File: src/rtl/sseg_count_ctrl.sv
// Seven-segment value source: three debounced buttons drive a prescaled up/down counter with four modes.
// Define SSEG_CNT_BCD_EN for per-nibble decimal counting; without it the count is plain binary (hex display).
module sseg_count_ctrl #(
    parameter int DIGITS      = 8,
    parameter int PRESCALE    = 65536,
    parameter int DBNC_CYCLES = 65536
) (
    input  logic                clk,
    input  logic                rst,
    input  logic                btn_u,
    input  logic                btn_d,
    input  logic                btn_m,
    output logic [4*DIGITS-1:0] dat,
    output logic [1:0]          mode,
    output logic                tick
);
    localparam int W  = 4 * DIGITS;
    localparam int PW = $clog2(PRESCALE);
    localparam int DW = $clog2(DBNC_CYCLES + 1);
    localparam int BU = 0;
    localparam int BD = 1;
    localparam int BM = 2;

    typedef enum logic [1:0] {
        MODE_UP     = 2'b00,
        MODE_DOWN   = 2'b01,
        MODE_MANUAL = 2'b10,
        MODE_HOLD   = 2'b11
    } mode_e;

    logic [2:0]    sync1_q, sync2_q, level_q, level_prev_q, press_q;
    logic [DW-1:0] dbnc_q [3];
    logic [PW-1:0] presc_q, presc_d;
    logic [W-1:0]  dat_q, dat_d;
    mode_e         mode_q, mode_d;
    logic          tick_q, tick_d;
    logic          step;

    // Button front end: bit 0 up, bit 1 down, bit 2 mode.
    // NOTE: sequential state uses non-blocking assignments so every register samples pre-edge values.
    always_ff @(posedge clk) begin
        if (rst) begin
            sync1_q      <= '0;
            sync2_q      <= '0;
            level_q      <= '0;
            level_prev_q <= '0;
            press_q      <= '0;
            for (int i = 0; i < 3; i++) dbnc_q[i] <= '0;
        end else begin
            sync1_q      <= {btn_m, btn_d, btn_u};
            sync2_q      <= sync1_q;
            level_prev_q <= level_q;
            press_q      <= level_q & ~level_prev_q;
            for (int i = 0; i < 3; i++) begin
                if (sync2_q[i] == level_q[i]) begin
                    dbnc_q[i] <= '0;
                end else if (dbnc_q[i] == DW'(DBNC_CYCLES - 1)) begin
                    level_q[i] <= ~level_q[i];
                    dbnc_q[i]  <= '0;
                end else begin
                    dbnc_q[i] <= dbnc_q[i] + DW'(1);
                end
            end
        end
    end

`ifdef SSEG_CNT_BCD_EN
    function automatic logic [W-1:0] cnt_inc(input logic [W-1:0] v);
        logic [W-1:0] r;
        logic         carry;
        r     = v;
        carry = 1'b1;
        for (int i = 0; i < DIGITS; i++) begin
            if (carry) begin
                if (v[4*i +: 4] >= 4'd9) begin
                    r[4*i +: 4] = 4'd0;
                end else begin
                    r[4*i +: 4] = v[4*i +: 4] + 4'd1;
                    carry       = 1'b0;
                end
            end
        end
        return r;
    endfunction

    function automatic logic [W-1:0] cnt_dec(input logic [W-1:0] v);
        logic [W-1:0] r;
        logic         borrow;
        r      = v;
        borrow = 1'b1;
        for (int i = 0; i < DIGITS; i++) begin
            if (borrow) begin
                if (v[4*i +: 4] == 4'd0) begin
                    r[4*i +: 4] = 4'd9;
                end else begin
                    r[4*i +: 4] = v[4*i +: 4] - 4'd1;
                    borrow      = 1'b0;
                end
            end
        end
        return r;
    endfunction
`else
    function automatic logic [W-1:0] cnt_inc(input logic [W-1:0] v);
        return v + W'(1);
    endfunction

    function automatic logic [W-1:0] cnt_dec(input logic [W-1:0] v);
        return v - W'(1);
    endfunction
`endif

    assign step = (presc_q == PW'(PRESCALE - 1));

    always_ff @(posedge clk) begin
        if (rst) begin
            presc_q <= '0;
            dat_q   <= '0;
            mode_q  <= MODE_UP;
            tick_q  <= 1'b0;
        end else begin
            presc_q <= presc_d;
            dat_q   <= dat_d;
            mode_q  <= mode_d;
            tick_q  <= tick_d;
        end
    end

    // NOTE: every always_comb output gets a default first so no path can infer a latch.
    always_comb begin
        mode_d  = mode_q;
        dat_d   = dat_q;
        tick_d  = 1'b0;
        presc_d = step ? '0 : presc_q + PW'(1);
        if (press_q[BU] && press_q[BD]) begin
            dat_d  = '0;
            tick_d = 1'b1;
        end else if (press_q[BM]) begin
            // A mode change restarts the rate and swallows any step landing in this cycle.
            presc_d = '0;
            unique case (mode_q)
                MODE_UP:     mode_d = MODE_DOWN;
                MODE_DOWN:   mode_d = MODE_MANUAL;
                MODE_MANUAL: mode_d = MODE_HOLD;
                MODE_HOLD:   mode_d = MODE_UP;
            endcase
        end else begin
            unique case (mode_q)
                MODE_UP: if (step) begin
                    dat_d  = cnt_inc(dat_q);
                    tick_d = 1'b1;
                end
                MODE_DOWN: if (step) begin
                    dat_d  = cnt_dec(dat_q);
                    tick_d = 1'b1;
                end
                MODE_MANUAL: if (press_q[BU]) begin
                    dat_d  = cnt_inc(dat_q);
                    tick_d = 1'b1;
                end else if (press_q[BD]) begin
                    dat_d  = cnt_dec(dat_q);
                    tick_d = 1'b1;
                end
                MODE_HOLD: ;
            endcase
        end
    end

    assign dat  = dat_q;
    assign mode = mode_q;
    assign tick = tick_q;
endmodule

File: config.mk
export PLATFORM = sky130hd
export DESIGN_NAME = sseg_count_ctrl
export DESIGN_NICKNAME = d
export VERILOG_FILES = /design/src/rtl/sseg_count_ctrl.sv
export SDC_FILE = /design/constraint.sdc
export NUM_CORES = 1
export LEC_CHECK = 0
export ABC_AREA = 1
export CORE_ASPECT_RATIO = 1.25
export CORE_MARGIN = 5
export CORE_UTILIZATION = 30
export DETAILED_ROUTE_END_ITERATION = 7
export DONT_BUFFER_PORTS = 1
export HOLD_SLACK_MARGIN = 0.03
export PLACE_DENSITY = 0.4
export SYNTH_ARGS = -nofsm -noshare
export SYNTH_HDL_FRONTEND = slang
export SYNTH_SLANG_ARGS = --single-unit
File: constraint.sdc
create_clock -name clk -period 3.2 [get_ports clk]
set_input_delay 0.64 -clock clk [delete_from_list [all_inputs] [get_ports clk]]
set_output_delay 0.64 -clock clk [all_outputs]
set_load 0.05 [all_outputs]
== Word-level counts from Yosys, hierarchy flattened ==
Memory sizes are Yosys's and may differ from the RTL's.
Cells that the tools add are included.
Word-level totals
  bits in writable memories: 51
  output and inout port bits: 35
  register bits after elaboration: 66
  memories: 1
  input port bits: 5
Operators by class
  reductions and logical operators: 10
  bitwise operators: 19
  equal/unequal tests: 13
  muxes and demuxes: 59
  add/sub/neg operators: 6
Memories
  dbnc_q: depth 3, width 17, rd ports 3, clocked after Yosys merged registers in 0, write ports 3, line 32  | logic [DW-1:0] dbnc_q [3];
Operators by type and width (number)
  17-bit 2-to-1 mux: 9
  32-bit 2-to-1 mux: 4
  32-bit case mux with 3 select lines: 1
  17-bit by 1-bit adder with 17-bit output (second input constant): 3
  17-bit by 16-bit equality test with 1-bit output (second input constant): 3
  16-bit 2-to-1 mux: 3
  1-bit 2-to-1 mux: 40
  32-bit by 1-bit adder with 32-bit output (second input constant): 1
  32-bit by 1-bit subtractor with 32-bit output (second input constant): 1
  16-bit by 1-bit adder with 16-bit output (second input constant): 1
  16-bit equality test (second input constant): 1
  1-bit bitwise OR: 9
  1-bit inverter: 8
  2-bit case mux with 4 select lines: 1
  2-bit AND reduction: 4
  5-bit AND reduction: 1
  2-bit equality test (second input constant): 2
  2-bit inequality test (second input constant): 2
  2-bit OR reduction: 2
  3-bit bitwise AND: 1
  1-bit equality test: 3
  3-bit inequality test (second input constant): 1
  3-bit inverter: 1
  3-bit nonzero test: 1
  4 further kinds: 4

== Logic depth before layout (Yosys ltp) ==
Gate-level depths: netlist of the first run.
  depth after elaboration: 7
  depth in mapped cells: 15

== Worst setup path before layout of the first run ==
OpenSTA, ideal clock, no wires.
  kind: flip-flop to flip-flop
  from: memory dbnc_q[1][0] (netlist name)
  to: memory dbnc_q[1][3] (netlist name) (data pin)
  stages on the path, launching flop included: 16
  data required time: 2.946 ns
  setup slack: 0.790 ns
  arrival time: 2.156 ns
  setup time: 0.254 ns
  path buffers: 1
  cells stage by stage: edfxtp_1 ha_1 nand3_1 nor2_1 nand2_1 nor2_1 nand2_1 nor4_4 nand4_1 nor2_1 ha_1 inv_1 nand4_1 clkbuf_1 a21oi_1 o21a_1
RTL lines (line)
  start: declaration: 32

==> reports/results.tsv, run 1 <==
stage	metric	value	unit
timing	maxSlewHeadroom	43.3	%
synth	async_flop_share	0	%
cells_and_area	final_cells	1439	
critical_path	slowest_delay	0.38	ns
detailed_routing	route.detailed.drc	0	
hold_path	hold_class	in2reg	
critical_path	crit_chain	ha_1, nand3_1, nor2_1, nand2_1, nor2_1, nand2_1, nor4_4, nand4_1, nor2_1, ha_1, inv_1, nand4_1, buf_4, a21oi_1, o21a_1	
synth	synth-simple-area-share	34.3	%
global_routing	grt_pass1_wl	33.2	mm
global_routing	gr-total-overflow	0	
die	dieArea	27600	µm²
synth	ys_warn_count	0	
critical_path	cpMostUsedCell	nor2_1	
outcome	status	complete, no violations	
clock_tree	clk-insertion-delay-late	0.41	ns
critical_path	cp.required	3.38	ns
hold_path	worstHoldEndpoint	sync1_q[1]$_SDFF_PP0_	
synth	synth_cells	1033	
critical_path	slowest_stage	edfxtp_1	
detailed_routing	post_drt_wl_per_cell	14.2	µm
detailed_routing	viasPerCell	4.59	
clock_tree	clockBufferDepth	2	
clock_tree	cts.clk_slew.worst_paths	0.07	ns
power_and_ir_drop	total_power	3.57	mW
die	die_w	150	µm
hold_path	whs_path_depth	1	
synth	synthAdderAreaFrac	2.23	%
die	initial_core_util	30.6	%
synth	postSynthAreaPerCell	7.07	µm²
detailed_routing	final_antenna_net_count	0	
global_routing	grt_pass1_vias	6449	
clock_tree	post-cts-setup-buffers	0	
timing	slew_viol_final	0	
power_and_ir_drop	max-vdd-ir-drop	359	µV
die	die_h	185	µm
synth	syn_area	7310	µm²
place	io_buffers	0	
global_routing	grt_max_degree	36	
place	dpl_worst_slack	0.588	ns
cells_and_area	layout-area-overhead-vs-synth	16.7	%
die	io_pins	40	
timing	fmax	0.390	GHz
critical_path	r2r-end	dbnc_q[1][3]$_SDFFCE_PN0P_	
critical_path	regToRegSetupSlack	0.64	ns
clock_tree	numCtsBuffers	17	
timing	whs	0.301	ns
synth	synth_compound_area_share	11.2	%
timing	finalSetupViolations	0	
timing	rsz0062_at_grt	no	
place	dp_hpwl	15.3	mm
synth	synthXorXnorAreaFrac	3.36	%
power_and_ir_drop	power_per_cell_area	419	nW/µm²
place	dp.cells	1407	
detailed_routing	drt-pass1-iter-count	5	
clock_tree	ctsResizeCount	0	
timing	finalClockSkew	0.0105	ns
synth	synth-seq-cells	117	
synth	synth_edf_count	51	
detailed_routing	drtIter0Drc	375	
detailed_routing	dr_total_vias	6606	
clock_tree	postCtsHoldBufs	0	
clock_tree	cts_sinks	117	
synth	synth-main-ff-cell	dfxtp_1	
critical_path	crit_fanout	10	
global_routing	antenna_found_initial	0	
run	maxCapViolations	0	
cells_and_area	drive_gt1_share	9.96	%
critical_path	worstSetupStartpointType	flip-flop	
timing	period_share	80.1	%
hold_path	hp-start	rst	
cells_and_area	layout_common_cells	171 x nand2_1, 155 x nor2_1, 144 x inv_1, 97 x nand3_1, 66 x dfxtp_1	
die	core	23900	µm²
critical_path	reg2reg_depth	15	
cells_and_area	layout_commonest_cell	nand2_1	
global_routing	grt_use_total	15.2	%
synth	synthMuxAreaShare	0	%
clock_tree	h-tree-depth	4	
timing	layout_min_cycle_time	2.56	ns
critical_path	arrival	2.74	ns
clock_tree	root_buffer	clkbuf_16	
timing	setup_ws	0.638	ns
synth	ys_seq_area_share	39.0	%
power_and_ir_drop	p_leak	3.74	nW
synth	synth_area_leaders	edfxtp_1 21%, dfxtp_1 18%, nand2_1 8.8%, nor2_1 8.0%, inv_1 7.4%	
place	place.gp.congestion	0.863	
critical_path	cp-end-kind	flip-flop	
timing	finalHoldViolations	0	
synth	synth_top_area_share	21.0	%
synth	synth_top_family_by_area	simple AND/OR/NAND/NOR gates	
die	num_rows	63	
critical_path	r2r_start	dbnc_q[1][0]$_SDFFCE_PN0P_	
synth	yosysUniqueCellTypes	46	
cells_and_area	num_antenna_cells	0	
clock_tree	tritoncts	done	
detailed_routing	routed_wl	20.5	mm
timing	worstMarginPinSlew	0.849	ns
synth	yosysTopAreaCell	edfxtp_1	
cells_and_area	fin_nets	1119	
timing	fin_tns_setup	0	ns
critical_path	worst-setup-path-type	reg2reg	
-- worst max path at each step --
stage                                     from                    endpoint  slack, ns
CTS                 dbnc_q[1][0]$_SDFFCE_PN0P_  dbnc_q[1][3]$_SDFFCE_PN0P_       0.57
global placement    dbnc_q[1][0]$_SDFFCE_PN0P_  dbnc_q[1][3]$_SDFFCE_PN0P_       0.66
finish              dbnc_q[1][0]$_SDFFCE_PN0P_  dbnc_q[1][3]$_SDFFCE_PN0P_       0.64
global route        dbnc_q[0][0]$_SDFFCE_PN0P_  dbnc_q[0][9]$_SDFFCE_PN0P_       0.30
floorplan           dbnc_q[1][0]$_SDFFCE_PN0P_  dbnc_q[1][3]$_SDFFCE_PN0P_       0.79
detailed placement  dbnc_q[1][0]$_SDFFCE_PN0P_  dbnc_q[1][3]$_SDFFCE_PN0P_       0.59
-- area by class of cell --
cell class,instances,area [µm²]
clock buffer,18,429
clock inverter,14,143
tap,325,407
multi-input combinational,787,3930
fill,2598,15400
sequential,117,2850
inverter,151,567
timing repair buffer,27,203
-- routing by layer --
metal  up-vias  track usage, %  routed length, µm
li1       3477               -                  -
met1      3004            17.1               8670
met2       105            28.3              10700
met3        20            3.34                704
met4         0            5.31                441
met5         -               0                  0
-- sequential cells by signal (all words and copies together), names as in the netlist --
signal,cells
level_q,3
level_prev_q,3
tick,1
presc_q,16
sync2_q,3
dbnc_q,51
sync1_q,3
mode,2
dat,32
press_q,3
-- logic make-up after synthesis --
logic type | after synthesis
XOR/XNOR | 28
buffers and inverters | 179
AO/OA/AOI/OAI | 153
other | 1
flip-flops | 117
AND/OR/NAND/NOR | 542
adder cells (fa/ha/maj) | 13
-- Yosys cell counts (2+ instances only) --
library cell / number
inv_2: 7
nand4_1: 26
nor4_1: 2
nor3b_1: 7
edfxtp_1: 51
nor2_4: 5
a21oi_2: 2
nor3_2: 3
a21oi_1: 62
dfxtp_1: 66
inv_1: 144
o21a_1: 3
ha_1: 13
buf_2: 12
nand3b_1: 2
nand3_1: 97
or2_2: 5
clkbuf_1: 9
xnor2_1: 6
nand3_2: 2
nand2_2: 11
nor3_1: 32
o22ai_1: 7
nor2_1: 155
buf_6: 2
o21ai_0: 58
and2_1: 3
nor2_2: 14
o21ai_1: 10
nand2_1: 171
buf_4: 4
and3_1: 3
xor2_1: 22
o211ai_1: 3
o21bai_1: 3
-- worst max-delay path, delay by kind of cell (launching register included) --
| kind | cells | cell delay [ns] |
|---|---|---|
| flops | 1 | 0.38 |
| fa+ha+maj | 2 | 0.33 |
| compound gates | 2 | 0.15 |
| simple gates | 9 | 1.22 |
| buf+inv | 2 | 0.23 |
-- where the power goes --
group	internal, mW	leakage (nW)	switching, mW
Combinational	0.0237	2.41	0.0559
Sequential	1.59	1.06	0.0237
Clock	1.09	0.270	0.788
-- stage by stage --
stage,utilization [%],instance area [µm²]
floorplan,-,7500
global placement,33.3,7950
detailed placement,33.3,7950
CTS,35.7,8530
global route,35.7,8530
finish,35.7,8530
No activity file was read; power rests on OpenSTA's default activity.
==> run 2, diff against run 1 <==
Settings changed: ABC_AREA 1 to 0, PLACE_DENSITY 0.4 to 0.41.
Clock period 3.2 ns to 2.35 ns, I/O delays scaled along.
==> run 2 against run 1 <==
  * The flow now finishes with violations (setup timing)
  * Non-clock buffer count up 74
  * Power up 49%
  * Clock skew grew 0.0038 ns
  * Largest cell class unchanged
  * Critical endpoint is now dat[13]$_SDFFE_PP0P_
  * Via count is 8.3% lower
  * Synthesized area fell by 10%
  * First-iteration DRC count fell by 2.4%
==> reports/results.tsv, run 2 <==
stage	metric	value	unit	change
outcome	status	finished, violations left		
outcome	failed_checks	setup timing		
detailed_routing	route.detailed.drc	0		unchanged
clock_tree	tritoncts	done		
cells_and_area	drive_gt1_share	20.6	%	+11 points
timing	maxSlewHeadroom	56.4	%	+13 points
synth	ys_seq_area_share	43.5	%	+4.5 points
detailed_routing	final_antenna_net_count	0		unchanged
die	die_w	142	µm	-5.0%
clock_tree	clockBufferDepth	2		unchanged
die	io_pins	40		unchanged
clock_tree	cts_sinks	117		unchanged
power_and_ir_drop	swShare	23.4	%	-0.88 points
synth	synth_top_area_share	23.4	%	+2.4 points
cells_and_area	num_antenna_cells	0		unchanged
synth	yosys-top-cells-count	114 x nor2_1, 66 x dfxtp_1, 54 x nand2_1		
global_routing	grt-busiest-layer	met2		
clock_tree	cts.clk_slew.worst_paths	0.06	ns	about the same
synth	async_flop_share	0	%	unchanged
timing	fmax	0.419	GHz	+7.2%
critical_path	crit_fanout	9		-1
place	dpl_worst_slack	-0.120	ns	-0.707 ns
critical_path	startpoint	presc_q[7]$_SDFF_PP0_		
critical_path	cp-end-kind	flip-flop		
place	io_buffers	0		unchanged
global_routing	grt_pass1_vias	6027		-6.5%
power_and_ir_drop	comb_power_share	4.2	%	+2.0 points
detailed_routing	routed_wl	19.0	mm	-7.3%
synth	synth-seq-cells	117		unchanged
synth	synth_area_leaders	edfxtp_1 23%, dfxtp_1 20%, nor2_1 6.5%, xor2_1 4.7%, nand3_1 3.5%		
global_routing	use_met3	3.53	%	+0.19 points
synth	yosysTopAreaCell	edfxtp_1		
hold_path	hold_class	in2reg		
synth	synth-main-ff-cell	dfxtp_1		
place	place.gp.congestion	0.880		+2.0%
power_and_ir_drop	p_sw	1.24	mW	+43%
power_and_ir_drop	power_per_cell_area	622	nW/µm²	+48%
clock_tree	clk-insertion-delay-late	0.42	ns	about the same
critical_path	regToRegSetupSlack	-0.04	ns	-0.68 ns
synth	synth_edf_count	51		unchanged
timing	finalHoldViolations	0		unchanged
global_routing	gr-usage-met2	26.3	%	-2.0 points
synth	yosysUniqueCellTypes	57		+24%
timing	setup_ws	-0.0388	ns	-0.677 ns
timing	rsz0062_at_grt	yes		
critical_path	r2r_start	presc_q[7]$_SDFF_PP0_		
synth	synth_cells	765		-26%
cells_and_area	layout_commonest_cell	nor2_1		
critical_path	cp.required	2.69	ns	-0.69 ns
clock_tree	numCtsBuffers	17		unchanged
cells_and_area	layout_common_cells	113 x nor2_1, 94 x buf_4, 54 x nand2_1, 51 x edfxtp_1, 51 x conb_1		
cells_and_area	layout-area-overhead-vs-synth	30.3	%	
timing	finalSetupViolations	8		+8
critical_path	arrival	2.73	ns	about the same
hold_path	hp-start	rst		
cells_and_area	fin_nets	906		-19%
critical_path	worst-setup-path-type	reg2reg		
die	num_rows	60		-4.8%
detailed_routing	drt-pass1-iter-count	5		unchanged
power_and_ir_drop	p_leak	3.13	nW	-16%
power_and_ir_drop	max-vdd-ir-drop	469	µV	+31%
place	dp_hpwl	13.7	mm	-10%
clock_tree	root_buffer	clkbuf_16		
die	initial_core_util	30.4	%	-0.19 points
global_routing	gr-total-overflow	0		unchanged
detailed_routing	post_drt_wl_per_cell	16.1	µm	+13%
die	core	21500	µm²	-9.8%
detailed_routing	dr_total_vias	6061		-8.3%
global_routing	antenna_found_initial	0		unchanged
die	die_h	175	µm	-5.0%
detailed_routing	drtIter0Drc	366		-2.4%
power_and_ir_drop	p_seq_share	41.9	%	-3.3 points
detailed_routing	viasPerCell	5.14		+12%
global_routing	grt_max_degree	30		-17%
cells_and_area	largest_register	dbnc_q		
synth	syn_area	6550	µm²	-10%
cells_and_area	largest_register_ffs	51		unchanged
critical_path	worstSetupStartpointType	flip-flop		
synth	postSynthAreaPerCell	8.57	µm²	+21%
timing	fin_tns_setup	-0.176	ns	-0.176 ns
clock_tree	h-tree-depth	4		unchanged
die	dieArea	24900	µm²	-9.7%
power_and_ir_drop	power_frac_clock	53.9	%	+1.3 points
global_routing	grt_pass1_wl	31.3	mm	-6.0%
timing	worstMarginPinSlew	0.653	ns	-0.196 ns
timing	slew_viol_final	0		unchanged
power_and_ir_drop	internal_power	4.07	mW	+50%
synth	yosys.cell_count.top_type	nor2_1		
timing	period_share	102	%	+22 points
timing	finalClockSkew	0.0143	ns	+0.00382 ns
global_routing	grt_use_total	15.6	%	+0.36 points
timing	layout_min_cycle_time	2.39	ns	-0.173 ns
synth	ys_warn_count	0		unchanged
run	maxCapViolations	0		unchanged
global_routing	met1_usage	19.3	%	+2.3 points
run 2: through the flow:
step                utilization (%)  cell area [µm²]  power [mW]  cells  hold WS (ns)
CTS                            39.4             8490        5.38   1179         0.104
global route                   39.6             8540        5.50   1180         0.108
global placement               36.1             7780        2.48   1144         0.378
floorplan                         -             6890        2.42    815         0.367
finish                         39.6             8540        5.31   1180         0.130
detailed placement             36.1             7780        2.49   1144         0.378
run 2: final cells by class:
cell class / count / area (µm²)
Inverter: 16 / 60.1
Multi-Input combinational cell: 635 / 3780
Clock buffer: 17 / 425
Clock inverter: 15 / 220
Fill cell: 2253 / 13000
Sequential cell: 117 / 2890
Timing Repair Buffer: 101 / 811
Tap cell: 279 / 349
run 2: metal layers:
layer	wire length [µm]	up-vias
met3	920	34
li1	-	2977
met2	9360	151
met5	0	-
met1	8300	2899
met4	417	0
run 2: worst max-delay path: stages (launching register included):
cell and delay, ns:
dfxtp_2 0.35, nand4_4 0.12, or4_4 0.57, a2111o_1 0.56
buf_4 0.23, or3_1 0.35, a21oi_1 0.13
run 2: worst paths after layout:
check | to | cells past startpoint
setup / recovery | dat[13]$_SDFFE_PP0P_ | 6
hold reg to reg | press_q[1]$_SDFF_PP0_ | 1
hold / removal | sync1_q[1]$_SDFF_PP0_ | 1
setup reg to reg | dat[13]$_SDFFE_PP0P_ | 6
run 2: what timing repair did:
item | 4_1_cts | 5_1_grt
resized for setup | 13 | 11
setup buffers | 3 | 1
setup endpoints to repair | 23 | 40
pin swaps | 7 | 9
hold buffers | 0 | 0
gates cloned | 0 | 0
run 2: logic make-up (layout without fill, tap and decap cells):
kind of cell,count (synthesis),in the layout,synth area share (%)
simple gates,361,361,27.4
compound gates,146,146,14.3
flops,117,117,43.5
buf+inv,63,149,3.61
xor+xnor,61,61,8.15
fa+ha+maj,13,13,2.48
mux,3,3,0.458
other cells,1,51,0.0572
run 2: power groups by stage:
stage,registers [mW],logic [mW],clock network [mW]
2_1_floorplan,2.28,0.147,0
3_5_place_dp,2.27,0.216,0
4_1_cts,2.22,0.218,2.94
5_1_grt,2.23,0.248,3.03
6_report,2.23,0.221,2.86
3_3_place_gp,2.27,0.214,0
==> run 3, diff against run 2 <==
Settings changed: GPL_TIMING_DRIVEN from default to 1.
Clock period 2.35 ns to 2 ns, I/O delays scaled along.
==> run 3 against run 2 <==
  * The run still ends with setup timing left
  * Cell count grew 8.0%
  * Clock skew grew 0.0021 ns
  * Sequential power grew 17%
  * Clock-buffer cell count grew 1
  * Combinational power grew 59%
  * Cell area grew 13%
  * Critical endpoint is now dat[28]$_SDFFE_PP0P_
==> reports/results.tsv, run 3 (same netlist as run 2, synthesis figures left out) <==
stage	metric	value	unit	change
global_routing	grt_max_degree	31		+3.3%
critical_path	cp-end-kind	flip-flop		
clock_tree	numCtsBuffers	17		unchanged
global_routing	antenna_found_initial	0		unchanged
global_routing	grt_pass1_vias	6439		+6.8%
cells_and_area	fin_util	44.9	%	+5.2 points
critical_path	arrival	2.62	ns	-0.11 ns
die	die_h	175	µm	unchanged
power_and_ir_drop	power_per_cell_area	627	nW/µm²	+0.87%
timing	finalHoldViolations	0		unchanged
clock_tree	clockBufferDepth	2		unchanged
die	io_pins	40		unchanged
timing	rsz0062_at_grt	yes		
die	num_rows	60		unchanged
detailed_routing	drtIter0Drc	355		-3.0%
cells_and_area	largest_register_ffs	51		unchanged
cells_and_area	largest_register	dbnc_q		
global_routing	grt_use_total	16.1	%	+0.50 points
timing	setup_ws	-0.282	ns	-0.243 ns
critical_path	worstSetupStartpointType	flip-flop		
detailed_routing	final_antenna_net_count	0		unchanged
timing	layout_min_cycle_time	2.28	ns	-0.107 ns
clock_tree	clk-insertion-delay-late	0.42	ns	about the same
timing	period_share	114	%	+12 points
clock_tree	tritoncts	done		
detailed_routing	dr_total_vias	6527		+7.7%
timing	maxSlewHeadroom	62.9	%	+6.5 points
critical_path	crit_fanout	4		-5
die	core	21500	µm²	unchanged
critical_path	cp.required	2.34	ns	-0.35 ns
place	io_buffers	0		unchanged
timing	whs	0.0585	ns	-0.0718 ns
critical_path	worst-setup-path-type	reg2reg		
detailed_routing	routed_wl	20.3	mm	+7.1%
cells_and_area	layout_common_cells	176 x buf_4, 92 x nor2_1, 53 x nand2_1, 51 x edfxtp_1, 51 x conb_1		
outcome	status	finished, violations left		
global_routing	gr-total-overflow	0		unchanged
detailed_routing	post_drt_wl_per_cell	16.0	µm	-0.76%
cells_and_area	num_antenna_cells	0		unchanged
cells_and_area	layout-area-overhead-vs-synth	47.5	%	
clock_tree	root_buffer	clkbuf_16		
detailed_routing	viasPerCell	5.12		-0.26%
detailed_routing	drt-pass1-iter-count	5		unchanged
timing	finalSetupViolations	32		+24
outcome	failed_checks	setup timing		
power_and_ir_drop	max-vdd-ir-drop	552	µV	+18%
timing	slew_viol_final	0		unchanged
timing	fmax	0.438	GHz	+4.7%
timing	finalClockSkew	0.0164	ns	+0.00208 ns
run	maxCapViolations	0		unchanged
place	dpl_worst_slack	-0.402	ns	-0.283 ns
clock_tree	cts_sinks	117		unchanged
place	dp_hpwl	14.4	mm	+5.2%
die	dieArea	24900	µm²	unchanged
power_and_ir_drop	p_leak	3.70	nW	+18%
cells_and_area	fin_nets	1000		+10%
hold_path	hold_class	in2reg		
place	place.gp.congestion	0.863		-1.9%
cells_and_area	layout_commonest_cell	buf_4		
cells_and_area	fillers	2132		-5.4%
die	initial_core_util	30.4	%	unchanged
clock_tree	cts.clk_slew.worst_paths	0.06	ns	about the same
cells_and_area	drive_gt1_share	33.7	%	+13 points
global_routing	grt_pass1_wl	32.3	mm	+3.4%
detailed_routing	route.detailed.drc	0		unchanged
timing	worstMarginPinSlew	0.556	ns	-0.0965 ns
die	die_w	142	µm	unchanged
clock_tree	h-tree-depth	4		unchanged
## run 3: cell types whose count changed in the layout (fill, tap and decap cells not counted), moves of 6 or more
cell	before	now
ha_1	12	6
nor2_2	0	18
o21ai_0	32	24
a21oi_1	43	37
buf_4	94	176
nor2_1	113	92
## run 3: critical path, stage by stage, from the launching register on
cell	delay, ns
dfxtp_2	0.35
nand4_4	0.11
or4_4	0.59
a2111oi_4	0.35
buf_4	0.19
nand2_4	0.07
or4_4	0.41
a31oi_1	0.15
## run 3: what timing repair did
item / in CTS / in global routing
gates resized for setup: 22 / 67
setup endpoints to repair: 36 / 82
hold buffers: 0 / 0
setup buffers: 5 / 11
pin swaps: 11 / 14
hold endpoints to repair: 0 / 0
gates cloned: 0 / 4
## run 3: cell type report
class / count / area (µm²) / area share, %
clock buffers: 18 / 429 / 4.44
clock inverters: 14 / 161 / 1.67
inverters: 16 / 60.1 / 0.621
multi-input cells: 635 / 4120 / 42.6
flip-flops and latches: 117 / 2890 / 29.9
well taps: 279 / 349 / 3.61
repair buffers: 195 / 1660 / 17.2
## run 3: power breakdown
part	internal, mW	switching [mW]
registers	2.55	0.0551
logic	0.161	0.191
clock network	1.95	1.15
## run 3: path summary, 6_finish.rpt
| kind | startpoint | endpoint | slack, ns | depth (start not counted) |
|---|---|---|---|---|
| setup / recovery | presc_q[7]$_SDFF_PP0_ | dat[28]$_SDFFE_PP0P_ | -0.28 | 7 |
| hold / removal | rst | mode[1]$_SDFFE_PP0P_ | 0.06 | 1 |
| setup reg to reg | presc_q[7]$_SDFF_PP0_ | dat[28]$_SDFFE_PP0P_ | -0.28 | 7 |
| hold reg to reg | level_prev_q[2]$_SDFF_PP0_ | press_q[2]$_SDFF_PP0_ | 0.38 | 1 |
## run 3: metrics by stage
stage	instances	power [mW]	setup TNS, ns	instance area (µm²)
2_1_floorplan	815	2.86	-8.58	7070
3_3_place_gp	1222	2.95	-8.26	8490
3_5_place_dp	1222	2.96	-9.12	8490
4_1_cts	1259	6.10	-5.66	9220
5_1_grt	1274	6.33	-8.24	9660
6_report	1274	6.06	-5.40	9660
## run 3: metal layers
metal / track usage, % / vias up / wire length, µm
li1: - / 3178 / -
met1: 18.4 / 3145 / 8280
met2: 27.7 / 156 / 10400
met3: 4.05 / 48 / 938
met4: 7.80 / 0 / 700
met5: 0 / - / 0
